[config.mk]
export PLATFORM = sky130hd
export DESIGN_NAME = median_stream_framer_flat
export DESIGN_NICKNAME = d
export VERILOG_FILES = /design/src/rtl/median_filter_pkg.sv /design/src/rtl/pixel_valid_if.sv /design/src/rtl/median_stream_framer_fifo.sv /design/src/rtl/median_stream_framer.sv /design/src/flat_wrapper.sv
export SDC_FILE = /design/constraint.sdc
export NUM_CORES = 1
export LEC_CHECK = 0
export BUFFER_PORTS_ARGS = -buffer_cell sky130_fd_sc_hd__buf_4
export CAP_MARGIN = 20
export CORE_ASPECT_RATIO = 1.25
export CORE_MARGIN = 2
export CORE_UTILIZATION = 35
export CTS_CLUSTER_SIZE = 14
export DETAILED_ROUTE_END_ITERATION = 12
export GPL_ROUTABILITY_DRIVEN = 1
export SYNTH_ARGS = -nofsm -noshare
export SYNTH_HDL_FRONTEND = slang
export SYNTH_SLANG_ARGS = --single-unit
[constraint.sdc]
create_clock -name clk -period 10.15 [get_ports clk]
set_input_delay 2.03 -clock clk [delete_from_list [all_inputs] [get_ports clk]]
set_output_delay 2.03 -clock clk [all_outputs]
set_load 0.01 [all_outputs]
[src/rtl/median_filter_pkg.sv]
// Shared pixel types for the median filter pipeline and its output framer.
package median_filter_pkg;

   localparam int PIXEL_W = 8;

   typedef struct packed {
      logic [PIXEL_W-1:0] red;
      logic [PIXEL_W-1:0] green;
      logic [PIXEL_W-1:0] blue;
   } pixel_t;

   typedef enum logic [1:0] {
      IDLE      = 2'd0,
      STREAMING = 2'd1,
      DRAIN     = 2'd2,
      DONE      = 2'd3
   } framer_state_t;

   typedef struct packed {
      pixel_t pixel;
      logic   sof;
      logic   eol;
   } framed_pixel_t;

endpackage

[src/rtl/pixel_valid_if.sv]
// Valid-only pixel stream (no backpressure) between filter and framer.
interface pixel_valid_if;
   import median_filter_pkg::*;

   logic   valid;
   pixel_t pixel;

   modport master (output valid, output pixel);
   modport slave  (input valid, input pixel);
endinterface

[src/rtl/median_stream_framer_fifo.sv]
// First-word-fall-through FIFO: the head entry is visible on data_out whenever count is non-zero.
module pixel_fwft_fifo #(
   parameter int DEPTH = 16,
   parameter int W     = 8
) (
   input  logic                     clk,
   input  logic                     rst,
   input  logic                     push,
   input  logic [W-1:0]             data_in,
   input  logic                     pop,
   output logic [W-1:0]             data_out,
   output logic [$clog2(DEPTH):0]   count,
   output logic                     full,
   output logic                     empty
);

   localparam int AW = $clog2(DEPTH);

   logic [W-1:0]  mem_r [DEPTH];
   logic [AW-1:0] wr_ptr_r;
   logic [AW-1:0] rd_ptr_r;
   logic [AW:0]   count_r;
   logic          push_ok_s;
   logic          pop_ok_s;
   logic          full_s;
   logic          empty_s;

   // Full is judged on the registered count, so a same-cycle pop never frees room for a push.
   always_comb begin
      full_s    = (count_r == (AW+1)'(DEPTH));
      empty_s   = (count_r == {(AW+1){1'b0}});
      push_ok_s = push && !full_s;
      pop_ok_s  = pop && !empty_s;
   end

   // Pointer and occupancy registers.
   always_ff @(posedge clk) begin
      if (rst) begin
         wr_ptr_r <= {AW{1'b0}};
         rd_ptr_r <= {AW{1'b0}};
         count_r  <= {(AW+1){1'b0}};
      end else begin
         if (push_ok_s) begin
            wr_ptr_r <= wr_ptr_r + AW'(1);
         end
         if (pop_ok_s) begin
            rd_ptr_r <= rd_ptr_r + AW'(1);
         end
         case ({push_ok_s, pop_ok_s})
            2'b10:   count_r <= count_r + (AW+1)'(1);
            2'b01:   count_r <= count_r - (AW+1)'(1);
            default: count_r <= count_r;
         endcase
      end
   end

   // Storage array write port.
   always_ff @(posedge clk) begin
      if (push_ok_s) begin
         mem_r[wr_ptr_r] <= data_in;
      end
   end

   // Head and status outputs.
   always_comb begin
      data_out = mem_r[rd_ptr_r];
      count    = count_r;
      full     = full_s;
      empty    = empty_s;
   end

endmodule

[src/rtl/median_stream_framer.sv]
// Re-emits the median filter's valid-only pixel stream on a ready/valid port with
// start-of-frame / end-of-line tags, frame completion pulse and sticky overflow.
module median_stream_framer
   import median_filter_pkg::*;
#(
   parameter int FRAME_LEN    = 1079,
   parameter int FRAME_HEIGHT = 719,
   parameter int FIFO_DEPTH   = 16
) (
   input  logic                clk,
   input  logic                rst,
   input  logic                start_i,
   pixel_valid_if.slave        pixel_valid_if_i,
   output pixel_t              pixel_o,
   output logic                valid_o,
   input  logic                ready_i,
   output logic                sof_o,
   output logic                eol_o,
   output logic                frame_done_o,
   output logic                overflow_o,
   output logic                busy_o
);

   localparam int COL_W = (FRAME_LEN > 1) ? $clog2(FRAME_LEN) : 1;
   localparam int ROW_W = (FRAME_HEIGHT > 1) ? $clog2(FRAME_HEIGHT) : 1;
   localparam int CNT_W = $clog2(FIFO_DEPTH) + 1;

   framer_state_t state_r;
   framer_state_t state_s;
   logic [COL_W-1:0] col_r;
   logic [ROW_W-1:0] row_r;
   logic             overflow_r;
   logic             beat_s;
   logic             col_last_s;
   logic             row_last_s;
   logic             pop_s;
   framed_pixel_t    entry_s;
   framed_pixel_t    head_s;
   logic [CNT_W-1:0] count_s;
   logic             full_s;
   logic             empty_s;

   // Beat qualification and tagging of the incoming pixel.
   always_comb begin
      beat_s        = pixel_valid_if_i.valid && (state_r == STREAMING);
      col_last_s    = (col_r == COL_W'(FRAME_LEN - 1));
      row_last_s    = (row_r == ROW_W'(FRAME_HEIGHT - 1));
      entry_s.pixel = pixel_valid_if_i.pixel;
      entry_s.sof   = (col_r == {COL_W{1'b0}}) && (row_r == {ROW_W{1'b0}});
      entry_s.eol   = col_last_s;
      pop_s         = (count_s != {CNT_W{1'b0}}) && ready_i;
   end

   pixel_fwft_fifo #(
      .DEPTH (FIFO_DEPTH),
      .W     ($bits(framed_pixel_t))
   ) u_fifo (
      .clk      (clk),
      .rst      (rst),
      .push     (beat_s),
      .data_in  (entry_s),
      .pop      (pop_s),
      .data_out (head_s),
      .count    (count_s),
      .full     (full_s),
      .empty    (empty_s)
   );

   // FSM state register.
   always_ff @(posedge clk) begin
      if (rst) begin
         state_r <= IDLE;
      end else begin
         state_r <= state_s;
      end
   end

   // FSM next-state logic; the final beat of the frame is still pushed as it moves to DRAIN.
   always_comb begin
      state_s = state_r;
      case (state_r)
         IDLE: begin
            if (start_i) state_s = STREAMING;
            else         state_s = IDLE;
         end
         STREAMING: begin
            if (beat_s && col_last_s && row_last_s) state_s = DRAIN;
            else                                    state_s = STREAMING;
         end
         DRAIN: begin
            if (empty_s) state_s = DONE;
            else         state_s = DRAIN;
         end
         DONE:    state_s = IDLE;
         default: state_s = IDLE;
      endcase
   end

   // Position counters advance on every beat, dropped or not, so tags stay frame-aligned.
   always_ff @(posedge clk) begin
      if (rst) begin
         col_r      <= {COL_W{1'b0}};
         row_r      <= {ROW_W{1'b0}};
         overflow_r <= 1'b0;
      end else if ((state_r == IDLE) && start_i) begin
         col_r      <= {COL_W{1'b0}};
         row_r      <= {ROW_W{1'b0}};
         overflow_r <= 1'b0;
      end else if (beat_s) begin
         if (col_last_s) begin
            col_r <= {COL_W{1'b0}};
            row_r <= row_last_s ? {ROW_W{1'b0}} : row_r + ROW_W'(1);
         end else begin
            col_r <= col_r + COL_W'(1);
         end
         if (full_s) begin
            overflow_r <= 1'b1;
         end
      end
   end

   // FSM / FIFO output decode; head fields are forced low when the FIFO is empty.
   always_comb begin
      valid_o      = (count_s != {CNT_W{1'b0}});
      if (valid_o) begin
         pixel_o = head_s.pixel;
         sof_o   = head_s.sof;
         eol_o   = head_s.eol;
      end else begin
         pixel_o = pixel_t'({$bits(pixel_t){1'b0}});
         sof_o   = 1'b0;
         eol_o   = 1'b0;
      end
      frame_done_o = (state_r == DONE);
      busy_o       = (state_r != IDLE);
      overflow_o   = overflow_r;
   end

endmodule

[src/flat_wrapper.sv]
// flat-port wrapper written by rule: the top's interface ports become plain ports
module median_stream_framer_flat import median_filter_pkg::*;
#(
   parameter int FRAME_LEN    = 1079,
   parameter int FRAME_HEIGHT = 719,
   parameter int FIFO_DEPTH   = 16
)
  (clk, rst, start_i, pixel_o, valid_o, ready_i, sof_o, eol_o, frame_done_o, overflow_o, busy_o, pixel_valid_if_i_valid, pixel_valid_if_i_pixel);
  pixel_valid_if pixel_valid_if_i_i ();
  input  logic clk;
  input  logic rst;
  input  logic start_i;
  output pixel_t pixel_o;
  output logic valid_o;
  input  logic ready_i;
  output logic sof_o;
  output logic eol_o;
  output logic frame_done_o;
  output logic overflow_o;
  output logic busy_o;
  input wire logic [$bits(pixel_valid_if_i_i.valid)-1:0] pixel_valid_if_i_valid;
  input wire logic [$bits(pixel_valid_if_i_i.pixel)-1:0] pixel_valid_if_i_pixel;
  assign pixel_valid_if_i_i.valid = pixel_valid_if_i_valid;
  assign pixel_valid_if_i_i.pixel = pixel_valid_if_i_pixel;
  median_stream_framer #(.FRAME_LEN(FRAME_LEN), .FRAME_HEIGHT(FRAME_HEIGHT), .FIFO_DEPTH(FIFO_DEPTH)) u_core (.clk(clk), .rst(rst), .start_i(start_i), .pixel_valid_if_i(pixel_valid_if_i_i), .pixel_o(pixel_o), .valid_o(valid_o), .ready_i(ready_i), .sof_o(sof_o), .eol_o(eol_o), .frame_done_o(frame_done_o), .overflow_o(overflow_o), .busy_o(busy_o));
endmodule
==> results.json <==
{
  "fin_ws_ns": 4.879,
  "cap_viol_max_count": 0,
  "tightest_slew_ns": 1.044,
  "critical_path_arrival_ns": 3.24,
  "timing.setup.tns_ns": 0,
  "hp-start": "u_core.col_r[0]",
  "post-cts-setup-buffers": 0,
  "cts_hold_buf": 0,
  "switching_share": 0.2588,
  "layout-area-overhead-vs-synth_pct": 16.36,
  "avgSynthCellArea_um2": 19.87,
  "p_sw_mw": 1.203,
  "first_global_vias": 8873,
  "drc": 0,
  "post_synth_most_frequent_cells": "sky130_fd_sc_hd__edfxtp_1, sky130_fd_sc_hd__mux4_2, sky130_fd_sc_hd__mux2i_1, sky130_fd_sc_hd__nor2_1, sky130_fd_sc_hd__dfxtp_1",
  "netlist_area_um2": 17850,
  "placed_area_um2": 19320,
  "worst_slew_margin_rel": 0.3042,
  "p_leak_nw": 6.332,
  "stdcell_count": 1676,
  "vias_per_cell": 5.073,
  "antenna_found_initial": 1,
  "synthesis.nets": 940,
  "internal_power_mw": 3.445,
  "synth-edff-count": 416,
  "share_of_cell_area_taken_by_muxes_after_synthesis": 0.1615,
  "start_util": 0.3540,
  "critical_path_required_ns": 8.12,
  "postSynth.topFlopCell": "sky130_fd_sc_hd__edfxtp_1",
  "crit_type": "reg2out",
  "layout_worst_path_cycle_share": 0.5193,
  "routed_wire_length_per_instance_um": 21.73,
  "layout.nets": 1023,
  "synthMostInstantiatedCell": "sky130_fd_sc_hd__edfxtp_1",
  "insertion_delay_ns": 0.57,
  "critical_path_peak_fanout": 39,
  "final.setup_skew_ns": 0.01716,
  "die_y_um": 256.5,
  "worstSetupEndpointType": "output pin",
  "rsz0062_at_grt": "no",
  "replace_congestion": 0.7075,
  "global_route_wire_length_before_repair_mm": 55.23,
  "r2r_start": "u_core.u_fifo.count[2]",
  "power.share.clock": 0.343,
  "synthDistinctLibCells": 47,
  "combinational_family_with_the_most_area_after_synthesis": "multiplexers",
  "outcome": "finished clean",
  "tritoncts": "built",
  "drt-initial-drc-count": 413,
  "grt_start_max_net_pins": 69,
  "design.core.area_um2": 50420,
  "cts.sink_count": 457,
  "io_pins": 59,
  "dr.max_layer_used": "met4",
  "tritoncts.num_buffers": 46,
  "hold_path.class": "reg2reg",
  "setup_viol_count_final": 0,
  "netlist.area_leader.share": 0.6999,
  "grt.overflow.total": 0,
  "placement.io_buffers": 58,
  "syn-instance-count": 898,
  "standard_cell_rows": 92,
  "die_width_um": 206.0,
  "synthTopCellsByArea": "sky130_fd_sc_hd__edfxtp_1, sky130_fd_sc_hd__mux4_2, sky130_fd_sc_hd__dfxtp_1",
  "synth_adder_area_share": 0.009114,
  "wl_mm": 36.42,
  "die_area_um2": 52830,
  "power_density_nw_per_um2": 223.8,
  "clockRootBuffer": "sky130_fd_sc_hd__clkbuf_16",
  "m1WireLength_mm": 15.41,
  "finalHoldViolations": 0,
  "period_minus_slack_ns": 5.271,
  "post_route_standard_cell_area_excluding_fillers_um2": 20770,
  "synthDominantAreaCellType": "sky130_fd_sc_hd__edfxtp_1",
  "cts.clk_slew.worst_paths_ns": 0.06,
  "clockBufferDepth": 3,
  "synth_simple_gate_area_frac": 0.03842,
  "grt_usage": 0.1404,
  "ys_async_sr_fraction": 0,
  "ys_seq_elements": 457,
  "place_inst": 1589,
  "achievable-frequency_mhz": 189.7,
  "seq_power_share": 0.460,
  "vdd_drop_max_mv": 0.1352,
  "crit_path_start_kind": "register",
  "detailroute.wirelength.met2_mm": 18.42,
  "detailed_place_hpwl_mm": 20.36,
  "post_route_cells_drive_above_1_share": 0.2704,
  "synth_xor_xnor_area_share": 0.01276,
  "ant_nets": 0,
  "synthesized_area_fraction_occupied_by_ao_oa_aoi_and_oai_cells": 0.01858,
  "vias": 8503,
  "combinationalPowerShare": 0.197,
  "seq_total_area_yosys": 0.7459,
  "met3WireLength_mm": 1.804,
  "ctsResizeCount": 0,
  "place_ws_ns": 5.337,
  "dr.pass1.iters": 4,
  "slew_viol_final": 0,
  "clock_tree.htree_level_count": 2,
  "yosysWarningCount": 0
}
-- layout make-up --
cell class | instances | area [µm²]
diodes | 1 | 2.502
clock buffers | 65 | 1244
clock inverters | 19 | 155.1
fillers | 4468 | 29650
inverters | 11 | 41.29
multi-input cells | 383 | 4415
flip-flops and latches | 457 | 13320
well taps | 658 | 823.3
repair buffers | 82 | 760.7
-- layer usage --
| layer | vias up | track usage |
|---|---|---|
| met4 | 0 | 0.04583 |
| li1 | 3828 | - |
| met3 | 51 | 0.02809 |
| met5 | - | 0 |
| met1 | 4456 | 0.1832 |
| met2 | 168 | 0.2346 |
-- power groups by stage --
stage | clock (mW) | combinational, mW | sequential (mW)
final | 1.59 | 0.916 | 2.14
after global routing | 1.72 | 1.00 | 2.15
after floorplan | 0 | 0.664 | 2.13
after CTS | 1.64 | 0.945 | 2.14
after detailed placement | 0 | 0.943 | 2.18
after global placement | 0 | 0.936 | 2.18
-- state kept, by name, indices dropped and copies added, names as in the netlist, named ones only --
signal and cells:
u_core.state_r 1, u_core.u_fifo.rd_ptr_r 4, u_core.row_r 10, u_core.overflow_o 1, u_core.u_fifo.count 5, u_core.col_r 11
u_core.u_fifo.mem_r 416, u_core.u_fifo.wr_ptr_r 4
-- cells in the final DEF, fill, tap and decap left out, types with 2 or more instances in the layout --
cell	count
sky130_fd_sc_hd__a31oi_1	3
sky130_fd_sc_hd__inv_6	2
sky130_fd_sc_hd__nor2_4	12
sky130_fd_sc_hd__inv_1	11
sky130_fd_sc_hd__dfxtp_4	3
sky130_fd_sc_hd__nand3b_1	2
sky130_fd_sc_hd__edfxtp_1	416
sky130_fd_sc_hd__nand4_1	11
sky130_fd_sc_hd__nor4_2	2
sky130_fd_sc_hd__nor4_1	3
sky130_fd_sc_hd__bufinv_16	2
sky130_fd_sc_hd__o21ai_0	4
sky130_fd_sc_hd__buf_12	10
sky130_fd_sc_hd__nand3_1	8
sky130_fd_sc_hd__o22ai_1	26
sky130_fd_sc_hd__nand2_1	20
sky130_fd_sc_hd__dfxtp_1	38
sky130_fd_sc_hd__xnor2_1	5
sky130_fd_sc_hd__nand2b_1	7
sky130_fd_sc_hd__a21oi_1	11
sky130_fd_sc_hd__nor2_1	39
sky130_fd_sc_hd__clkinv_1	6
sky130_fd_sc_hd__clkinv_2	6
sky130_fd_sc_hd__clkbuf_16	47
sky130_fd_sc_hd__clkinv_4	2
sky130_fd_sc_hd__nand4b_1	3
sky130_fd_sc_hd__or4_1	2
sky130_fd_sc_hd__nor3_1	4
sky130_fd_sc_hd__ha_1	13
sky130_fd_sc_hd__mux4_2	104
sky130_fd_sc_hd__buf_4	71
sky130_fd_sc_hd__nor3_2	4
sky130_fd_sc_hd__xor2_1	21
sky130_fd_sc_hd__mux2i_1	54
sky130_fd_sc_hd__and2_1	2
sky130_fd_sc_hd__clkbuf_1	18
sky130_fd_sc_hd__or3_1	3
sky130_fd_sc_hd__o31ai_1	2
-- worst max-delay path, stage by stage (launching register included) --
cell                      delay, ns
sky130_fd_sc_hd__dfxtp_4       0.74
sky130_fd_sc_hd__buf_4         0.74
sky130_fd_sc_hd__mux4_2        0.59
sky130_fd_sc_hd__mux2i_1       0.24
sky130_fd_sc_hd__o22ai_1       0.13
sky130_fd_sc_hd__buf_4         0.19
-- path summary, 6_finish.rpt --
path         depth (start not counted)                      to  slack, ns
min reg2reg                          2         u_core.col_r[0]       0.50
max                                  5             pixel_o[10]       4.88
min                                  2         u_core.col_r[0]       0.50
max reg2reg                         10  u_core.u_fifo.count[4]       7.31
-- stage by stage --
step	util	total power [mW]	hold slack [ns]
final	0.4119	4.648	0.4986
after global placement	0.3794	3.117	0.4820
after floorplan	-	2.790	0.4598
after CTS	0.4110	4.727	0.4977
after global routing	0.4118	4.866	0.5323
after detailed placement	0.3833	3.126	0.4752
-- kinds of logic (layout without fill, tap and decap cells) --
kind of cell | after synthesis | count (layout)
AOI/OAI and AO/OA | 53 | 53
xor gates and xnor gates | 26 | 26
adders and majority gates | 13 | 13
buffers and inverters | 58 | 177
DFF | 457 | 457
muxes | 158 | 158
other | 0 | 1
and+or+nand+nor | 133 | 133
Note: power is estimated with default switching activity, not from simulation.
